[config.mk]
export PLATFORM = sky130hd
export DESIGN_NAME = demux_rr_scheduler
export DESIGN_NICKNAME = d
export VERILOG_FILES = /design/src/rtl/demux_rr_scheduler.sv
export SDC_FILE = /design/constraint.sdc
export NUM_CORES = 1
export LEC_CHECK = 0
export BUFFER_PORTS_ARGS = -buffer_cell sky130_fd_sc_hd__buf_2
export CAP_MARGIN = 20
export CORE_ASPECT_RATIO = 0.9
export CORE_UTILIZATION = 35
export DETAILED_ROUTE_END_ITERATION = 12
export GPL_ROUTABILITY_DRIVEN = 0
export SLEW_MARGIN = 40
export SYNTH_ARGS = -nofsm -noshare
export SYNTH_HDL_FRONTEND = slang
export SYNTH_SLANG_ARGS = --single-unit
[constraint.sdc]
create_clock -name clk_i -period 5.4 [get_ports clk_i]
set_input_delay 0.54 -clock clk_i [delete_from_list [all_inputs] [get_ports clk_i]]
set_output_delay 0.54 -clock clk_i [all_outputs]
set_load 0.02 [all_outputs]
[src/rtl/demux_rr_scheduler.sv]
// -----------------------------------------------------------------------------
// demux_rr_scheduler
// Sequencing controller for a 1:8 demultiplexer. Accepts words over a
// valid/ready handshake, holds one word in an output register and steers it
// to a destination channel chosen round-robin over an enable mask, with
// BURST consecutive words per channel before rotating.
//
// Ports:
//   clk_i         clock, all logic on rising edge
//   rst_i         synchronous active-high reset
//   chan_en_i     channel enable mask (affects new accepts only)
//   in_valid_i    upstream word valid
//   in_data_i     upstream word
//   in_ready_o    block accepts in_data_i this cycle (combinational)
//   dst_ready_i   per-channel destination ready
//   sel_o         demux select = channel of held word (registered)
//   out_valid_o   one-hot valid for the held word, 0 when idle (registered)
//   out_data_o    held word (registered)
//   word_count_o  words delivered since reset, wraps at 16 bits
// -----------------------------------------------------------------------------
module demux_rr_scheduler #(
    parameter int unsigned DATA_W = 8,
    parameter int unsigned BURST  = 1
) (
    input  logic              clk_i,
    input  logic              rst_i,
    input  logic [7:0]        chan_en_i,
    input  logic              in_valid_i,
    input  logic [DATA_W-1:0] in_data_i,
    output logic              in_ready_o,
    input  logic [7:0]        dst_ready_i,
    output logic [2:0]        sel_o,
    output logic [7:0]        out_valid_o,
    output logic [DATA_W-1:0] out_data_o,
    output logic [15:0]       word_count_o
);

    localparam int unsigned N_CH   = 8;
    localparam int unsigned SEL_W  = 3;
    localparam int unsigned CNT_W  = 16;
    localparam int unsigned BCNT_W = 5;

    typedef enum logic {
        IDLE = 1'b0,
        HOLD = 1'b1
    } state_e;

    state_e              state_q, state_d;
    logic [SEL_W-1:0]    sel_q, cur_q, ptr_q;
    logic [SEL_W-1:0]    sel_d, search_c;
    logic [BCNT_W-1:0]   bcnt_q, bcnt_d, bcnt_base_c, bcnt_inc_c;
    logic [N_CH-1:0]     out_valid_q;
    logic [DATA_W-1:0]   out_data_q;
    logic [CNT_W-1:0]    word_count_q;
    logic                deliver_c, accept_c, cont_c, found_c;

    // State register
    always_ff @(posedge clk_i) begin
        if (rst_i) begin
            state_q <= IDLE;
        end else begin
            state_q <= state_d;
        end
    end

    // Next-state logic
    always_comb begin
        state_d = state_q;
        case (state_q)
            IDLE:    if (accept_c) state_d = HOLD;
            HOLD:    if (deliver_c && !accept_c) state_d = IDLE;
            default: state_d = IDLE;
        endcase
    end

    // Handshake outputs; a delivery frees the register in the same cycle
    always_comb begin
        deliver_c  = (state_q == HOLD) && dst_ready_i[sel_q];
        in_ready_o = (chan_en_i != '0) && ((state_q == IDLE) || deliver_c);
        accept_c   = in_valid_i && in_ready_o;
    end

    // First enabled channel at or after ptr_q, wrapping
    always_comb begin
        search_c = ptr_q;
        found_c  = 1'b0;
        for (int i = 0; i < N_CH; i++) begin
            if (!found_c && chan_en_i[ptr_q + SEL_W'(i)]) begin
                search_c = ptr_q + SEL_W'(i);
                found_c  = 1'b1;
            end
        end
    end

    // Burst continues only if it is mid-way and its channel is still enabled;
    // otherwise counting restarts at the newly chosen channel.
    always_comb begin
        cont_c      = (bcnt_q != '0) && chan_en_i[cur_q];
        sel_d       = cont_c ? cur_q : search_c;
        bcnt_base_c = cont_c ? bcnt_q : '0;
        bcnt_inc_c  = bcnt_base_c + BCNT_W'(1);
        bcnt_d      = (bcnt_inc_c == BCNT_W'(BURST)) ? '0 : bcnt_inc_c;
    end

    // Output register, scheduling pointers and delivery counter
    always_ff @(posedge clk_i) begin
        if (rst_i) begin
            sel_q        <= '0;
            cur_q        <= '0;
            ptr_q        <= '0;
            bcnt_q       <= '0;
            out_valid_q  <= '0;
            out_data_q   <= '0;
            word_count_q <= '0;
        end else begin
            if (accept_c) begin
                sel_q       <= sel_d;
                cur_q       <= sel_d;
                ptr_q       <= sel_d + SEL_W'(1);
                bcnt_q      <= bcnt_d;
                out_data_q  <= in_data_i;
                out_valid_q <= N_CH'(1) << sel_d;
            end else if (deliver_c) begin
                out_valid_q <= '0;
            end
            if (deliver_c) begin
                word_count_q <= word_count_q + CNT_W'(1);
            end
        end
    end

    assign sel_o        = sel_q;
    assign out_valid_o  = out_valid_q;
    assign out_data_o   = out_data_q;
    assign word_count_o = word_count_q;

endmodule

==> flow_metrics.py, run 1 <==
metrics = {
    "route": {
        "number_of_iterations_in_the_first_detailed_routing_pass": 8,
        "routed_via_density": 5.36,
        "count_of_nets_left_with_antenna_violations_after_detail_routing": 0,
        "drc_viols": 1,
        "drtIter0Drc": 149,
        "wl_per_cell_um": 14.3,
        "finalWirelength_um": 7550,
        "dr_total_vias": 2826,
    },
    "run": {
        "cap_viol_max_count": 0,
    },
    "place": {
        "detailedPlace.worstSlack_ns": 1.42,
        "buffers_added_on_ports": 62,
        "total_half_perimeter_wirelength_after_legalization_and_detailed_placement_um": 5410,
    },
    "sta": {
        "final_period_minus_worst_setup_slack_ns": 3.99,
        "postLayoutSetupSlackWorst_ns": 1.41,
        "final_slew_violations": 0,
        "layout_worst_path_cycle_share_pct": 73.9,
        "final-hold-violation-count": 0,
        "maximum_clock_frequency_mhz": 251,
        "max_slew.worst_pin.slew_ns": 0.790,
        "setup_repair_after_global_routing_missed_its_margin": "no",
        "finalSetupViolations": 0,
        "finalClockSkew_ns": 0.0114,
        "maxSlewHeadroom_pct": 47.2,
        "setup_total_negative_slack_ns": 0,
    },
    "pwr": {
        "power_leakage_nw": 1.49,
        "power.ir.vdd_worst_uv": 300,
        "powerDensity_nw_per_um2": 498,
    },
    "cts": {
        "cts.sink_count": 44,
        "cts-buffers-inserted": 5,
        "clk_transition_reported_paths_ns": 0.08,
        "postCtsSetupBuffers": 0,
        "clk-insertion-delay-late_ns": 0.30,
        "ctsRootBufferMaster": "sky130_fd_sc_hd__clkbuf_8",
        "cts.htree.levels": 2,
        "cts_resized": 0,
        "post_cts_hold_buffer_count": 0,
        "cts_tree": "yes",
        "cts.path.max_buffers": 2,
    },
    "synthesis": {
        "netlist_instances": 356,
        "netlist_area_um2": 3080,
        "syn_area_per_cell_um2": 8.65,
        "post_synth_main_area_contributors": "sky130_fd_sc_hd__dfxtp_1 29%, sky130_fd_sc_hd__mux4_2 9.5%, sky130_fd_sc_hd__nand2_1 6.2%",
        "netlist-cell-type-count": 64,
        "async_flop_share_pct": 0,
        "postSynth.topFlopCell": "sky130_fd_sc_hd__dfxtp_1",
        "post-synth-top-area-fraction_pct": 28.6,
        "synth-seq-area-share_pct": 28.6,
        "syn_nets": 391,
        "synth_enable_flop_cells": 0,
        "synth_seq_cells": 44,
        "post-synth-top-area-cell": "sky130_fd_sc_hd__dfxtp_1",
        "synth.yosys.warnings": 0,
    },
    "setup_path": {
        "arrival_ns": 4.23,
        "cp_slowest_stage_delay_ns": 0.76,
        "worst_ep_required_time_ns": 5.64,
        "crit_path_end_kind": "flip-flop",
        "critical_path.cell_chain": "clkinv_1, ha_1, mux4_1, mux2i_1, o32ai_1, a32oi_1, o31a_1, a21oi_2, mux2i_2, ha_1, nand2_1, o31a_1, nor2_1",
        "crit_slowest_cell": "sky130_fd_sc_hd__ha_1",
        "criticalPathCategory": "flip-flop to flip-flop",
        "worstPathBufferInverterCount": 1,
        "worstSetupStartpointType": "flip-flop",
        "path_delay_family": "multiplexers",
        "regToRegSetupSlack_ns": 1.41,
        "cp_max_fo": 14,
    },
    "floorplanning": {
        "number_of_placement_rows": 32,
        "placeableCoreArea_um2": 8570,
        "design.die.area_um2": 9180,
        "die_h_um": 91,
        "start_util_pct": 36.0,
        "die_w_um": 101,
        "floorplan.io_pins": 63,
    },
    "hold_path": {
        "timing.hold.worst.class": "flip-flop to flip-flop",
    },
    "global_routing": {
        "grt_pass1_vias": 2652,
        "globalRouteOverflowTotal": 0,
        "pin_count_of_the_biggest_net_entering_global_routing": 44,
        "wire_length_of_the_first_global_routing_pass_um": 12500,
        "grt_antenna_before_repair": 0,
        "grt.total_usage_pct": 17.1,
    },
    "outcome": {
        "failed_checks": "design-rule violations",
        "status": "finished, violations left",
    },
    "layout": {
        "drive_above_1_share_pct": 25.5,
        "most_frequent_cells_in_the_layout": "62 x sky130_fd_sc_hd__buf_2, 50 x sky130_fd_sc_hd__nand2_1, 43 x sky130_fd_sc_hd__dfxtp_1",
        "most_frequent_standard_cell_in_the_layout_excluding_fill_and_tap_cells": "sky130_fd_sc_hd__buf_2",
        "area_of_combinational_cells_with_multiple_inputs_um2": 2040,
        "design.final.nets": 442,
        "sequential_cell_area_um2": 882,
        "antennaDiodeCount": 0,
        "num-fill-cells": 886,
        "areaGrowthSynthToFinish_pct": 17.3,
    },
}
-- report_power, final --
group          leakage (nW)  total [mW]  internal [mW]  switching [mW]
Clock                0.0614       0.269          0.151           0.118
Sequential            0.358       0.410          0.365          0.0452
Combinational          1.07        1.12          0.476           0.644
Total                  1.49        1.80          0.992           0.807
-- synth_stat cells (7+ instances only) --
cell type and n:
sky130_fd_sc_hd__clkbuf_1 13, sky130_fd_sc_hd__xor2_1 8, sky130_fd_sc_hd__nand3_1 17, sky130_fd_sc_hd__nor2_1 26, sky130_fd_sc_hd__nand2_1 51, sky130_fd_sc_hd__inv_1 15, sky130_fd_sc_hd__mux4_2 13, sky130_fd_sc_hd__and3_1 7
sky130_fd_sc_hd__a21oi_1 30, sky130_fd_sc_hd__o21ai_0 12, sky130_fd_sc_hd__xnor2_1 8, sky130_fd_sc_hd__dfxtp_1 44, sky130_fd_sc_hd__ha_1 8, sky130_fd_sc_hd__mux2i_1 12
-- path summary, 6_finish.rpt --
check / start / end / cells past startpoint
worst max-delay path: ptr_q[0] / out_valid_o[1] / 13
worst min register to register: out_data_o[6] / out_data_o[6] / 2
worst max register to register: ptr_q[0] / out_valid_o[1] / 13
worst min-delay path: out_data_o[6] / out_data_o[6] / 2
-- final cells by class --
cell class	instances	area share (%)
Clock buffer	6	2.29
Timing Repair Buffer	66	9.97
Inverter	16	1.66
Tap cell	119	4.12
Multi-Input combinational cell	274	56.5
Sequential cell	44	24.4
Clock inverter	2	1.07
-- metal layers --
metal	share of wire, %	vias up	GRT usage [%]	routed length (um)
met2	47	78	27.3	3540
met5	0	-	0	0
met4	1.8	0	7.25	134
met3	4.1	13	2.46	311
li1	-	1412	-	-
met1	47	1323	22.8	3560
-- worst reg2reg max path, stage by stage, from the launching register on --
cell                       delay [ns]
sky130_fd_sc_hd__dfxtp_1         0.35
sky130_fd_sc_hd__clkinv_1        0.23
sky130_fd_sc_hd__ha_1            0.76
sky130_fd_sc_hd__mux4_1          0.62
sky130_fd_sc_hd__mux2i_1         0.29
sky130_fd_sc_hd__o32ai_1         0.25
sky130_fd_sc_hd__a32oi_1         0.27
sky130_fd_sc_hd__o31a_1          0.20
sky130_fd_sc_hd__a21oi_2         0.08
sky130_fd_sc_hd__mux2i_2         0.29
sky130_fd_sc_hd__ha_1            0.22
sky130_fd_sc_hd__nand2_1         0.06
sky130_fd_sc_hd__o31a_1          0.25
sky130_fd_sc_hd__nor2_1          0.07
-- flip-flops by register name, indices dropped and copies added (netlist names) --
register,flops
word_count_o,16
out_data_o,8
out_valid_o,8
bcnt_q,5
cur_q,3
ptr_q,3
state_q,1
-- metrics by stage --
stage               cell area (um2)  hold slack (ns)  cells  util (%)  power [mW]
global placement               3460            0.441    518      40.4        1.51
CTS                            3580            0.459    526      41.8        1.79
finish                         3610            0.457    527      42.2        1.80
detailed placement             3460            0.446    518      40.4        1.52
floorplan                      3080            0.454    356         -        1.31
global route                   3610            0.472    527      42.2        1.93
-- cells by family after synthesis --
| logic type | count (synthesis) | share of synthesized area [%] |
|---|---|---|
| AO/OA/AOI/OAI | 84 | 19.3 |
| XOR/XNOR | 17 | 5.44 |
| adder cells (fa/ha/maj) | 8 | 3.25 |
| buffers and inverters | 38 | 5.28 |
| flip-flops | 44 | 28.6 |
| multiplexers | 32 | 17.9 |
| AND/OR/NAND/NOR | 133 | 20.3 |
(Power assumes the default switching activity.)
==> inputs of run 2 (changes only) <==
clock period = 4 ns   (was 5.4 ns; I/O delays follow)
==> flow_metrics.py, run 2 (same netlist as run 1, synthesis figures left out) <==
metrics = {
    "layout": {
        "largest_reg_flops": 16,
        "most_frequent_cells_in_the_layout": "62 x sky130_fd_sc_hd__buf_2, 51 x sky130_fd_sc_hd__nand2_1, 43 x sky130_fd_sc_hd__dfxtp_1",
        "area_of_combinational_cells_with_multiple_inputs_um2": 2040,
        "areaGrowthSynthToFinish_pct": 16.2,
        "drive_above_1_share_pct": 25.6,
        "antennaDiodeCount": 0,
        "num-fill-cells": 879,
        "design.final.nets": 445,
        "final_design_area_no_fill_um2": 3580,
        "most_frequent_standard_cell_in_the_layout_excluding_fill_and_tap_cells": "sky130_fd_sc_hd__buf_2",
        "fin_cells": 529,
        "sequential_cell_area_um2": 882,
    },
    "setup_path": {
        "criticalPathCategory": "flip-flop to flip-flop",
        "cp_slowest_stage_delay_ns": 0.55,
        "worst_ep_required_time_ns": 4.15,
        "crit_slowest_cell": "sky130_fd_sc_hd__ha_1",
        "crit_path_end_kind": "flip-flop",
        "worstSetupStartpointType": "flip-flop",
        "arrival_ns": 3.77,
        "critical_path.cell_chain": "clkinv_1, ha_1, buf_4, mux4_2, mux2_2, nand2_1, o311ai_1, or4_1, nand3_1, inv_1, ha_1, nand2_1, o21bai_1, a21oi_1",
        "worstPathBufferInverterCount": 3,
        "path_delay_family": "multiplexers",
        "cp_max_fo": 9,
    },
    "route": {
        "wl_per_cell_um": 14.4,
        "drtIter0Drc": 170,
        "number_of_iterations_in_the_first_detailed_routing_pass": 5,
        "routed_via_density": 5.35,
        "count_of_nets_left_with_antenna_violations_after_detail_routing": 0,
        "dr_total_vias": 2829,
        "finalWirelength_um": 7630,
        "drc_viols": 0,
    },
    "sta": {
        "final_slew_violations": 0,
        "finalSetupViolations": 0,
        "setup_repair_after_global_routing_missed_its_margin": "no",
        "max_slew.worst_pin.slew_ns": 0.806,
        "setup_total_negative_slack_ns": 0,
        "maxSlewHeadroom_pct": 46.3,
        "finalClockSkew_ns": 0.00880,
        "final-hold-violation-count": 0,
        "maximum_clock_frequency_mhz": 276,
        "layout_worst_path_cycle_share_pct": 90.5,
        "final_period_minus_worst_setup_slack_ns": 3.62,
    },
    "floorplanning": {
        "die_w_um": 101,
        "floorplan.io_pins": 63,
        "design.die.area_um2": 9180,
        "die_h_um": 91,
        "placeableCoreArea_um2": 8570,
        "number_of_placement_rows": 32,
        "start_util_pct": 36.0,
    },
    "outcome": {
        "status": "finished clean",
    },
    "place": {
        "placed_cell_area_um2": 3490,
        "total_half_perimeter_wirelength_after_legalization_and_detailed_placement_um": 5700,
        "post-place-cells": 522,
        "buffers_added_on_ports": 62,
    },
    "global_routing": {
        "wire_length_of_the_first_global_routing_pass_um": 12600,
        "grt.total_usage_pct": 17.2,
        "globalRouteOverflowTotal": 0,
        "grt_pass1_vias": 2562,
        "grt_antenna_before_repair": 0,
        "pin_count_of_the_biggest_net_entering_global_routing": 44,
    },
    "cts": {
        "clk-insertion-delay-late_ns": 0.30,
        "cts_tree": "yes",
        "cts.sink_count": 44,
        "postCtsSetupBuffers": 0,
        "ctsRootBufferMaster": "sky130_fd_sc_hd__clkbuf_8",
        "cts.path.max_buffers": 2,
        "clk_transition_reported_paths_ns": 0.08,
        "cts-buffers-inserted": 5,
        "post_cts_hold_buffer_count": 0,
        "cts.htree.levels": 2,
        "cts_resized": 0,
    },
    "pwr": {
        "powerDensity_nw_per_um2": 663,
        "power_leakage_nw": 1.48,
        "power.ir.vdd_worst_uv": 293,
    },
    "run": {
        "cap_viol_max_count": 0,
    },
    "hold_path": {
        "timing.hold.worst.class": "primary input to flip-flop",
    },
}
## run 2: metrics by stage
step,hold slack (ns),utilization [%],setup WS (ns),total power [mW]
6_report,0.330,41.8,0.380,2.37
5_1_grt,0.345,41.8,0.122,2.54
4_1_cts,0.323,41.7,0.366,2.37
3_5_place_dp,0.436,40.7,0.373,2.10
3_3_place_gp,0.441,40.7,0.468,2.08
2_1_floorplan,0.454,-,0.333,1.77
## run 2: worst paths after layout
kind | start | to | slack (ns) | cells past startpoint
min reg2reg | out_valid_o[3] | out_valid_o[3] | 0.45 | 2
min | in_data_i[4] | out_data_o[4] | 0.33 | 3
max reg2reg | ptr_q[0] | out_valid_o[5] | 0.38 | 14
max | ptr_q[0] | out_valid_o[5] | 0.38 | 14
## run 2: per-layer routing
layer	up-vias	part of all wire, %	track usage, %	wire [um]
li1	1403	-	-	-
met1	1322	46	23.6	3520
met2	96	47	27.9	3600
met3	8	4.8	1.92	367
met4	0	1.9	5.92	144
met5	-	0	0	0
## run 2: final cells by class
cell class / count / area share [%]
multi-input combinational: 274 / 57.1
clock buffer: 5 / 1.92
inverter: 16 / 1.68
clock inverter: 2 / 0.350
sequential: 44 / 24.6
tap: 119 / 4.16
timing repair buffer: 69 / 10.1
## run 2: worst min-delay path: stages
cell and delay, ns:
sky130_fd_sc_hd__buf_2 0.10, sky130_fd_sc_hd__nand2_1 0.04, sky130_fd_sc_hd__a21oi_1 0.05
## run 2: where the power goes
group          internal [mW]  switching [mW]  leakage [nW]
registers              0.492          0.0590         0.358
clock network          0.118           0.153        0.0400
logic                  0.666           0.886          1.08
==> inputs of run 3 (changes only) <==
SETUP_SLACK_MARGIN = 0.4   (was not set)
==> flow_metrics.py, run 3 (same netlist as run 1, synthesis figures left out) <==
metrics = {
    "route": {
        "number_of_iterations_in_the_first_detailed_routing_pass": 5,
        "count_of_nets_left_with_antenna_violations_after_detail_routing": 0,
        "finalWirelength_um": 7880,
        "drtIter0Drc": 202,
        "dr_total_vias": 2894,
        "wl_per_cell_um": 14.7,
        "routed_via_density": 5.41,
        "drc_viols": 0,
    },
    "sta": {
        "setup_total_negative_slack_ns": 0,
        "layout_worst_path_cycle_share_pct": 85.6,
        "setup_repair_after_global_routing_missed_its_margin": "no",
        "max_slew.worst_pin.slew_ns": 0.827,
        "finalSetupViolations": 0,
        "final_slew_violations": 0,
        "maxSlewHeadroom_pct": 44.8,
        "tightest_hold_margin_ns": 0.330,
        "final-hold-violation-count": 0,
        "postLayoutSetupSlackWorst_ns": 0.575,
        "final_period_minus_worst_setup_slack_ns": 3.43,
        "finalClockSkew_ns": 0.00377,
        "maximum_clock_frequency_mhz": 292,
    },
    "cts": {
        "cts-buffers-inserted": 5,
        "cts.path.max_buffers": 2,
        "clk_transition_reported_paths_ns": 0.09,
        "cts_tree": "yes",
        "clk-insertion-delay-late_ns": 0.30,
        "ctsRootBufferMaster": "sky130_fd_sc_hd__clkbuf_8",
        "cts.sink_count": 44,
        "cts.htree.levels": 2,
        "post_cts_hold_buffer_count": 0,
    },
    "floorplanning": {
        "floorplan.io_pins": 63,
        "die_w_um": 101,
        "placeableCoreArea_um2": 8570,
        "design.die.area_um2": 9180,
        "start_util_pct": 36.0,
        "number_of_placement_rows": 32,
        "die_h_um": 91,
    },
    "global_routing": {
        "wire_length_of_the_first_global_routing_pass_um": 12900,
        "grt_pass1_vias": 2549,
        "pin_count_of_the_biggest_net_entering_global_routing": 44,
        "grt_antenna_before_repair": 0,
        "grt.total_usage_pct": 17.6,
        "globalRouteOverflowTotal": 0,
    },
    "pwr": {
        "power.ir.vdd_worst_uv": 459,
        "combinationalPowerShare_pct": 64.7,
        "power_leakage_nw": 1.53,
        "power.internal_mw": 1.46,
        "net_sw_power_mw": 1.17,
        "part_of_the_power_in_the_clock_network_pct": 14.0,
        "seq_power_share_pct": 21.3,
        "switching_share_pct": 44.6,
        "powerDensity_nw_per_um2": 710,
    },
    "layout": {
        "antennaDiodeCount": 0,
        "drive_above_1_share_pct": 28.8,
        "fin_cells": 535,
        "areaGrowthSynthToFinish_pct": 20.2,
        "final_design_area_no_fill_um2": 3700,
        "most_frequent_cells_in_the_layout": "62 x sky130_fd_sc_hd__buf_2, 51 x sky130_fd_sc_hd__nand2_1, 42 x sky130_fd_sc_hd__dfxtp_1",
        "most_frequent_standard_cell_in_the_layout_excluding_fill_and_tap_cells": "sky130_fd_sc_hd__buf_2",
        "design.final.nets": 450,
        "largest_reg_flops": 16,
    },
    "hold_path": {
        "min_delay_path_depth": 3,
        "timing.hold.worst.class": "primary input to flip-flop",
    },
    "place": {
        "post-place-cells": 522,
        "placed_cell_area_um2": 3490,
        "buffers_added_on_ports": 62,
        "total_half_perimeter_wirelength_after_legalization_and_detailed_placement_um": 5660,
        "detailedPlace.worstSlack_ns": 0.300,
    },
    "setup_path": {
        "path_depth": 15,
        "worst_ep_required_time_ns": 4.16,
        "criticalPathCategory": "flip-flop to flip-flop",
        "worstSetupStartpointType": "flip-flop",
        "worstRegToRegCells": 15,
        "worstPathBufferInverterCount": 4,
        "critical_path.cell_chain": "inv_4, ha_4, buf_4, buf_4, mux4_2, mux2_2, nand2_1, o311ai_2, or4_4, nand3_4, inv_1, ha_1, nand2_1, o21bai_1, a21oi_1",
        "cp_slowest_stage_delay_ns": 0.57,
        "crit_path_end_kind": "flip-flop",
        "crit_slowest_cell": "sky130_fd_sc_hd__or4_4",
        "arrival_ns": 3.58,
        "cp_max_fo": 6,
        "path_delay_family": "simple AND/OR/NAND/NOR gates",
    },
    "run": {
        "cap_viol_max_count": 0,
    },
    "outcome": {
        "status": "finished clean",
    },
}
==> run 3: changes by cell type in the layout (fill, tap and decap cells not counted), sizes merged <==
cell and delta:
clkbuf +1, buf +5, bufinv +1, clkinv -1, clkinvlp -1, inv +1
==> run 3: timing repair <==
item	CTS	global route
pin swaps	0	2
resized for setup	2	12
setup endpoints to repair	7	7
setup buffers	0	5
==> run 3: cell type report <==
type,instances,area (um2)
Tap cell,119,149
Fill cell,871,4860
Clock inverter,2,38.8
Timing Repair Buffer,74,400
Multi-Input combinational cell,274,2090
Clock buffer,6,82.6
Sequential cell,44,883
Inverter,16,62.6
==> run 3: routing by layer <==
layer	up-vias	wire length [um]	track usage, %	share of wire (%)
li1	1422	-	-	-
met1	1364	3800	25.4	48
met2	96	3550	26.8	45
met3	12	382	2.46	4.8
met4	0	157	5.68	2.0
met5	-	0	0	0
==> run 3: worst reg2reg max path: stages (launching register included) <==
cell	delay (ns)
sky130_fd_sc_hd__dfxtp_2	0.36
sky130_fd_sc_hd__inv_4	0.07
sky130_fd_sc_hd__ha_4	0.31
sky130_fd_sc_hd__buf_4	0.15
sky130_fd_sc_hd__buf_4	0.15
sky130_fd_sc_hd__mux4_2	0.52
sky130_fd_sc_hd__mux2_2	0.30
sky130_fd_sc_hd__nand2_1	0.10
sky130_fd_sc_hd__o311ai_2	0.14
sky130_fd_sc_hd__or4_4	0.57
sky130_fd_sc_hd__nand3_4	0.12
sky130_fd_sc_hd__inv_1	0.05
sky130_fd_sc_hd__ha_1	0.18
sky130_fd_sc_hd__nand2_1	0.07
sky130_fd_sc_hd__o21bai_1	0.10
sky130_fd_sc_hd__a21oi_1	0.08
==> run 3: path summary, 6_finish.rpt <==
path | from | endpoint | slack (ns)
max | ptr_q[0] | out_valid_o[5] | 0.57
min | in_data_i[0] | out_data_o[0] | 0.33
max reg2reg | ptr_q[0] | out_valid_o[5] | 0.57
min reg2reg | out_data_o[5] | out_data_o[5] | 0.46
==> run 3: metrics by stage <==
stage / util (%) / power (mW)
floorplan: - / 1.77
CTS: 42.3 / 2.50
global placement: 40.7 / 2.08
detailed placement: 40.7 / 2.10
finish: 43.2 / 2.63
global route: 43.2 / 2.81
==> run 3: power groups by stage <==
stage               Sequential (mW)  Combinational (mW)  Clock [mW]
floorplan                     0.592                1.18           0
global placement              0.566                1.52           0
detailed placement            0.567                1.53           0
CTS                           0.558                1.56       0.374
global route                  0.572                1.84       0.392
finish                        0.560                1.70       0.368
